[src/rtl/countdown_timer_n.sv]
// countdown_timer_n
// BCD mm:ss countdown timer. Keypad digits shift in from the right. Entries
// with seconds above 59 are normalised for one cycle before running. The count
// then decrements once per 1 Hz tick while running.
// Optional feature: define COUNTER_BLANK_EN to build leading-zero blanking.
// When it is not defined, blank is tied low.
// Ports:
//   clk      - system clock, rising edge
//   clrn     - asynchronous active-low reset
//   data     - keypad BCD digit; values above 9 are ignored
//   loadn    - active-low digit strobe; one digit per low cycle
//   enable   - run (1) / pause-stop (0) level
//   tick     - single-cycle 1 Hz decrement strobe
//   sec_ones - seconds units digit (registered)
//   sec_tens - seconds tens digit (registered)
//   mins     - minute digits, digit k at [4k+3:4k], k=0 is units (registered)
//   blank    - per-digit leading-zero blank flags (combinational)
//   zero     - all digits are 0 (combinational)
//   running  - state is RUN (registered)
//   done     - one-cycle pulse when a running count reaches 0 (registered)
module countdown_timer_n #(
  parameter int MIN_DIGITS = 2
) (
  input  logic                    clk,
  input  logic                    clrn,
  input  logic [3:0]              data,
  input  logic                    loadn,
  input  logic                    enable,
  input  logic                    tick,
  output logic [3:0]              sec_ones,
  output logic [3:0]              sec_tens,
  output logic [4*MIN_DIGITS-1:0] mins,
  output logic [MIN_DIGITS+1:0]   blank,
  output logic                    zero,
  output logic                    running,
  output logic                    done
);

  localparam int ND = MIN_DIGITS + 2;  // total digit count
  localparam int CW = 4 * ND;          // packed count width
  localparam int MW = 4 * MIN_DIGITS;  // minutes width

  typedef enum logic [2:0] {
    ST_IDLE  = 3'd0,
    ST_NORM  = 3'd1,
    ST_RUN   = 3'd2,
    ST_PAUSE = 3'd3,
    ST_DONE  = 3'd4
  } state_t;

  state_t          state_q, state_d;
  logic [CW-1:0]   count_q, count_d;  // {mins, sec_tens, sec_ones}
  logic            running_q, running_d;
  logic            done_q, done_d;
  logic            digit_ok_s;
  logic            shift_s;
  logic            dec_s;
  logic [CW-1:0]   count_dec_s;

  // One-second BCD decrement. Digit 1 (seconds tens) wraps to 5; all others wrap to 9.
  function automatic logic [CW-1:0] bcd_dec(input logic [CW-1:0] c);
    logic [CW-1:0] r;
    logic          borrow;
    r      = c;
    borrow = 1'b1;
    for (int i = 0; i < ND; i++) begin
      if (borrow) begin
        if (c[4*i +: 4] == 4'd0) begin
          r[4*i +: 4] = (i == 1) ? 4'd5 : 4'd9;
          borrow      = 1'b1;
        end else begin
          r[4*i +: 4] = c[4*i +: 4] - 4'd1;
          borrow      = 1'b0;
        end
      end else begin
        r[4*i +: 4] = c[4*i +: 4];
      end
    end
    return r;
  endfunction

  // BCD increment of the minute digits; the caller guards the all-9 case.
  function automatic logic [MW-1:0] bcd_inc(input logic [MW-1:0] m);
    logic [MW-1:0] r;
    logic          carry;
    r     = m;
    carry = 1'b1;
    for (int i = 0; i < MIN_DIGITS; i++) begin
      if (carry) begin
        if (m[4*i +: 4] == 4'd9) begin
          r[4*i +: 4] = 4'd0;
          carry       = 1'b1;
        end else begin
          r[4*i +: 4] = m[4*i +: 4] + 4'd1;
          carry       = 1'b0;
        end
      end else begin
        r[4*i +: 4] = m[4*i +: 4];
      end
    end
    return r;
  endfunction

  assign zero        = (count_q == {CW{1'b0}});
  assign digit_ok_s  = (data <= 4'd9);
  assign shift_s     = !loadn && digit_ok_s &&
                       ((state_q == ST_IDLE) || (state_q == ST_DONE));
  // Pause wins over a coincident tick.
  assign dec_s       = (state_q == ST_RUN) && enable && tick && !zero;
  assign count_dec_s = bcd_dec(count_q);

  // State register.
  always_ff @(posedge clk or negedge clrn) begin
    if (!clrn) begin
      state_q <= ST_IDLE;
    end else begin
      state_q <= state_d;
    end
  end

  // Next-state logic.
  always_comb begin
    state_d = state_q;
    case (state_q)
      ST_IDLE: begin
        // A strobe takes priority; enable is looked at again next cycle.
        if (!loadn) begin
          state_d = ST_IDLE;
        end else if (enable && !zero) begin
          state_d = ST_NORM;
        end else begin
          state_d = ST_IDLE;
        end
      end
      ST_NORM: state_d = ST_RUN;
      ST_RUN: begin
        if (!enable) begin
          state_d = ST_PAUSE;
        end else if (dec_s && (count_dec_s == {CW{1'b0}})) begin
          state_d = ST_DONE;
        end else begin
          state_d = ST_RUN;
        end
      end
      ST_PAUSE: begin
        if (enable) begin
          state_d = ST_RUN;
        end else begin
          state_d = ST_PAUSE;
        end
      end
      ST_DONE: begin
        if (shift_s || !enable) begin
          state_d = ST_IDLE;
        end else begin
          state_d = ST_DONE;
        end
      end
      default: state_d = ST_IDLE;
    endcase
  end

  // Output logic: running follows the next state, and done marks entry into DONE.
  always_comb begin
    running_d = (state_d == ST_RUN);
    if ((state_q == ST_RUN) && (state_d == ST_DONE)) begin
      done_d = 1'b1;
    end else begin
      done_d = 1'b0;
    end
  end

  // Digit datapath: shift-in, normalisation and decrement.
  always_comb begin
    count_d = count_q;
    if (shift_s) begin
      count_d[3:0] = data;
      for (int i = 1; i < ND; i++) begin
        count_d[4*i +: 4] = count_q[4*(i-1) +: 4];
      end
    end else if ((state_q == ST_NORM) && (count_q[7:4] > 4'd5)) begin
      if (count_q[CW-1:8] == {MIN_DIGITS{4'd9}}) begin
        count_d = {{MIN_DIGITS{4'd9}}, 4'd5, 4'd9};
      end else begin
        count_d = {bcd_inc(count_q[CW-1:8]), count_q[7:4] - 4'd6, count_q[3:0]};
      end
    end else if (dec_s) begin
      count_d = count_dec_s;
    end else begin
      count_d = count_q;
    end
  end

  // Datapath and output registers.
  always_ff @(posedge clk or negedge clrn) begin
    if (!clrn) begin
      count_q   <= {CW{1'b0}};
      running_q <= 1'b0;
      done_q    <= 1'b0;
    end else begin
      count_q   <= count_d;
      running_q <= running_d;
      done_q    <= done_d;
    end
  end

  assign sec_ones = count_q[3:0];
  assign sec_tens = count_q[7:4];
  assign mins     = count_q[CW-1:8];
  assign running  = running_q;
  assign done     = done_q;

`ifdef COUNTER_BLANK_EN
  logic [ND-1:0] blank_s;

  // Leading-zero blanking, scanned from the top digit down. The units digit
  // stays lit except at zero in IDLE, so DONE still shows "0".
  always_comb begin
    logic hi_zero;
    hi_zero = 1'b1;
    blank_s = {ND{1'b0}};
    for (int i = ND - 1; i >= 0; i--) begin
      hi_zero    = hi_zero && (count_q[4*i +: 4] == 4'd0);
      blank_s[i] = hi_zero;
    end
    blank_s[0] = zero && (state_q == ST_IDLE);
  end

  assign blank = blank_s;
`else
  assign blank = {(MIN_DIGITS+2){1'b0}};
`endif

endmodule

[config.mk]
export PLATFORM = sky130hd
export DESIGN_NAME = countdown_timer_n
export DESIGN_NICKNAME = d
export VERILOG_FILES = /design/src/rtl/countdown_timer_n.sv
export SDC_FILE = /design/constraint.sdc
export NUM_CORES = 1
export LEC_CHECK = 0
export ABC_AREA = 1
export CORE_ASPECT_RATIO = 0.5
export CORE_MARGIN = 8
export CORE_UTILIZATION = 53
export DETAILED_ROUTE_END_ITERATION = 10
export GPL_TIMING_DRIVEN = 0
export PLACE_DENSITY = 0.8
export SYNTH_ARGS = -nofsm -noshare
export SYNTH_HDL_FRONTEND = slang
export SYNTH_SLANG_ARGS = --single-unit
[constraint.sdc]
create_clock -name clk -period 2.2 [get_ports clk]
set_input_delay 0.33 -clock clk [delete_from_list [all_inputs] [get_ports clk]]
set_output_delay 0.33 -clock clk [all_outputs]
set_load 0.02 [all_outputs]
# Word level (Yosys, flattened, before mapping)
# Cells that the tools add are included.
[word_totals]
ff_bits = 21
out_inout_bits = 23
inputBits = 9
[op_classes]
n_lt_le_gt_ge = 2
muxes = 31
addsub = 7
eq_ne = 11
reduce_logical = 24
[ops]
columns = ["op", "n"]
rows = [
  ["$mux W16", 4],
  ["$mux W4", 10],
  ["$logic_not A16 Y1", 2],
  ["$logic_not A4 Y1", 4],
  ["$sub A4 B1 Y4 const B", 4],
  ["$pmux W3 S5", 1],
  ["$mux W1", 13],
  ["$eq A3 B2 Y1 const B", 3],
  ["$logic_and A1 B1 Y1", 9],
  ["$mux W3", 3],
  ["$add A4 B1 Y4 const B", 2],
  ["$eq A4 B4 Y1 const B", 2],
  ["$eq A8 B8 Y1 const B", 1],
  ["$eq A3 B3 Y1 const B", 2],
  ["$gt A4 B3 Y1 const B", 1],
  ["$le A4 B4 Y1 const B", 1],
  ["$ne A4 B2 Y1 const B", 1],
  ["$reduce_and A2 Y1", 2],
  ["$sub A4 B3 Y4 const B", 1],
  ["$eq A3 B1 Y1 const B", 1],
  ["$logic_not A1 Y1", 3],
  ["$logic_not A3 Y1", 1],
  ["$ne A3 B2 Y1 const B", 1],
  ["$reduce_bool A3 Y1", 1],
  ["$logic_or A1 B1 Y1", 2],
]

# Depth between registers and ports, before layout
[depth]
ltp_word = 13
mapped_depth = 12
depth_no_buf = 12

# Worst setup path after synthesis
# OpenSTA, ideal clock, no wires.
[synth_timing]
path_type = "register to register"
start = "register count_q[5]"
end = "register count_q[11]"
required_time_ps = 2073
arrival_time_ps = 1618
setup_slack_ps = 456
n_path_buf = 0
stages_incl_launch_ff = 11
cell_sequence = "dfrtp_1 -> nor2_1 -> nand2_1 -> nor2_8 -> nand2_2 -> inv_2 -> nor2_4 -> nor2_8 -> inv_2 -> o211ai_1 -> o21ai_1"
[synth_between]
elab_cells_between_ends = 13
classes_between = "1 x order compare; 6 x mux; 6 x reduce/logical"
[synth_lines]
columns = ["item", "line", "text"]
rows = [
  ["start: declaration", "52", "logic [CW-1:0] count_q, count_d;"],
  ["start signal: assignment", "197", "count_q <= {CW{1'b0}};"],
  ["start signal: assignment", "201", "count_q <= count_d;"],
  ["$logic_not A16 Y1", "104", "assign zero = (count_q == {CW{1'b0}});"],
  ["net zero", "34", "output logic zero,"],
  ["$logic_not A1 Y1", "109", "assign dec_s = (state_q == ST_RUN) && enable && tick && !zero;"],
  ["$logic_and A1 B1 Y1", "109", ""],
  ["$reduce_bool A3 Y1 (no line)", "n/a", ""],
]
# The timed path passes the listed nets, and every way through them passes these cells. The select of a mux whose other input is x is not followed.
# A chain may end at the register's enable or synchronous reset.

# Worst setup path in the final report
[layout_timing]
start = "register count_q[6]"
end = "output zero"
[layout_between]
elab_chain_cells = 1
[layout_rtl]
columns = ["item", "line"]
rows = [
  ["$logic_not A16 Y1", "104"],
  ["end: declaration", "34"],
]
# Every way passes these cells.

==> flow_metrics.env <==
export IMPL_period_minus_slack_ns=2.13
export IMPL_synth_compound_area_share=0.153
export IMPL_hold_path_class="flop to flop"
export IMPL_seq_area_frac_synth=0.280
export IMPL_io_buffers=27
export IMPL_maxSlewViolCount=0
export IMPL_rsz0062_at_grt="false"
export IMPL_detailedRoute_firstPassIterationCount=5
export IMPL_synth_most_common_cell="nand2_1"
export IMPL_synthTopCellsByCount="nand2_1 (72), nor2_1 (33), inv_1 (32)"
export IMPL_crit_arrival_ns=1.80
export IMPL_cts_root_buf="clkbuf_8"
export IMPL_finalWirelength_um=5360
export IMPL_initial_core_util=0.549
export IMPL_ys_flop_type="dfrtp_1"
export IMPL_utilization=0.664
export IMPL_synth_area_sq_mm=0.00187
export IMPL_ant_nets=0
export IMPL_setup_viol=0
export IMPL_pin_count=32
export IMPL_cts_hold_buffers=0
export IMPL_r2r_start="state_q[2]"
export IMPL_yosys_warnings=0
export IMPL_synthAdderAreaFrac=0.0200
export IMPL_avgSynthCellArea_sq_um=6.46
export IMPL_total_power_uw=2220
export IMPL_ctsLongestPathBuffers=2
export IMPL_nets=337
export IMPL_netlist_top_cell_by_area="dfrtp_1"
export IMPL_grt_ovfl_total=0
export IMPL_outcome="complete, no violations"
export IMPL_async_flop_share=1.00
export IMPL_min_period_over_period=0.966
export IMPL_startpoint_type="flop"
export IMPL_finalHoldViolCount=0
export IMPL_initialDrtViolationCount=176
export IMPL_fp_dieW_um=100
export IMPL_r2r_slack_ns=0.27
export IMPL_insertion_delay_ns=0.27
export IMPL_antenna_found_initial=0
export IMPL_netlist_instances=290
export IMPL_skew_ns=0.00155
export IMPL_synthSimpleGateAreaFrac=0.424
export IMPL_grt_max_degree=22
export IMPL_syn_to_final_growth_pct=21.0
export IMPL_ir_drop_uv=630
export IMPL_dp_slack_ns=0.00387
export IMPL_startpoint="count_q[6]"
export IMPL_maxCapViolations=0
export IMPL_cp_end_kind="output port"
export IMPL_cts_tree="done"
export IMPL_hp_start="state_q[2]"
export IMPL_viasPerCell=5.49
export IMPL_synthMuxAreaShare=0
export IMPL_synth_cell_types=33
export IMPL_cts_buffers=3
export IMPL_synth_top_family_by_area="simple AND/OR/NAND/NOR gates"
export IMPL_fp_dieH_um=58.1
export IMPL_antenna_cells=0
export IMPL_tightestPinTransition_ns=1.02
export IMPL_fin_setup_tns_ns=0
export IMPL_fin_ws_ns=0.0747
export IMPL_first_global_vias=1872
export IMPL_dieArea_sq_mm=0.00581
export IMPL_cts_max_level=1
export IMPL_path_class="flop to output port"
export IMPL_crit_fanout=7
export IMPL_place_congestion=0.909
export IMPL_cts_sinks=21
export IMPL_core_sq_mm=0.00342
export IMPL_power_leakage_uw=0.00109
export IMPL_track_usage=0.187
export IMPL_synth_edf_count=0
export IMPL_netlist_area_leader_share=0.280
export IMPL_cp_required_ns=1.87
export IMPL_num_rows=15
export IMPL_grt_first_pass_wirelength_um=8800
export IMPL_num_vias=2060
export IMPL_synthTopCellsByArea="dfrtp_1 (28%), nand2_1 (14%), nand3_1 (7.7%), nor2_1 (6.6%), inv_1 (6.4%)"
export IMPL_drive_above_1_share=0.111
export IMPL_power_density_mw_per_mm2=978
export IMPL_yosys_area_share_xor_xnor=0.0187
export IMPL_slew_headroom=0.317
export IMPL_post_route_drc_count=0
export IMPL_post_drt_wl_per_cell_um=14.3
export IMPL_clock_fmax_mhz=471
export IMPL_synth_seq_cells=21
export IMPL_place_hpwl_um=4260
export IMPL_clk_pin_slew_ns=0.08
critical path, stage by stage, from the launching register on:
cell and delay [ns]:
dfrtp_1 0.48, nor2_1 0.18, nand2_1 0.17, nor2_8 0.18, nand2_2 0.09, inv_2 0.09, dlygate4sd2_1 0.34
flip-flops by register name (all words and copies together) (netlist names):
signal / cells
done: 1
running: 1
state_q: 3
count_q: 16
layout make-up:
type | instances | area, sq um
Multi-Input combinational cell | 227 | 1170
Fill cell | 337 | 1150
Sequential cell | 21 | 527
Timing Repair Buffer | 27 | 269
Inverter | 39 | 146
Tap cell | 51 | 63.8
Clock buffer | 4 | 45.0
Buffer | 6 | 45.0
final timing paths:
path,cells past startpoint,endpoint
setup / recovery,6,zero
hold / removal,1,state_q[0]
min in group asynchronous,1,count_q[6]
setup reg to reg,10,count_q[14]
max in group asynchronous,1,count_q[5]
hold reg to reg,1,state_q[0]
timing repair:
action / 4_1_cts / 5_1_grt
setup endpoints to repair: 1 / 1
buffers inserted: 0 / 0
gates resized for setup: 1 / 2
metrics by stage:
step / std cells / cell area (sq um) / hold WS, ns
finish: 375 / 2270 / 0.547
CTS: 375 / 2260 / 0.530
global route: 375 / 2270 / 0.568
floorplan: 293 / 1890 / 0.0344
global placement: 371 / 2220 / 0.501
detailed placement: 371 / 2220 / 0.528
power by group:
part / internal [uW] / switching (uW) / leakage [uW] / total (uW)
sequential: 482 / 190 / 0.000262 / 672
combinational: 493 / 784 / 0.000805 / 1280
clock: 129 / 138 / 0.0000228 / 267
layout by cell type, fill, tap and decap left out, drive strengths merged, types with 3 or more instances in the layout:
cell | netlist | layout
clkbuf | 1 | 5
buf | 5 | 5
o21ai | 31 | 31
clkdlybuf4s50 | 0 | 26
nor3 | 4 | 4
nand3 | 30 | 30
nand2 | 76 | 76
nor2 | 46 | 46
nand4 | 9 | 9
o211ai | 4 | 4
xor2 | 3 | 3
inv | 38 | 38
conb | 1 | 4
a21oi | 9 | 9
ha | 3 | 3
dfrtp | 21 | 21
per-layer routing:
| metal | routed length [um] | GRT usage | vias up |
|---|---|---|---|
| met5 | 0 | 0 | - |
| met4 | 27 | 0.0404 | 0 |
| met3 | 443 | 0.0430 | 2 |
| met2 | 2320 | 0.285 | 87 |
| met1 | 2560 | 0.261 | 952 |
| li1 | - | - | 1019 |
kinds of logic (layout without fill, tap and decap cells):
| group | count (synthesis) | count (layout) |
|---|---|---|
| buf+inv | 45 | 76 |
| simple gates | 165 | 165 |
| flops | 21 | 21 |
| fa+ha+maj | 3 | 3 |
| compound gates | 51 | 51 |
| other cells | 1 | 4 |
| xor+xnor | 4 | 4 |
(Power assumes the default switching activity.)
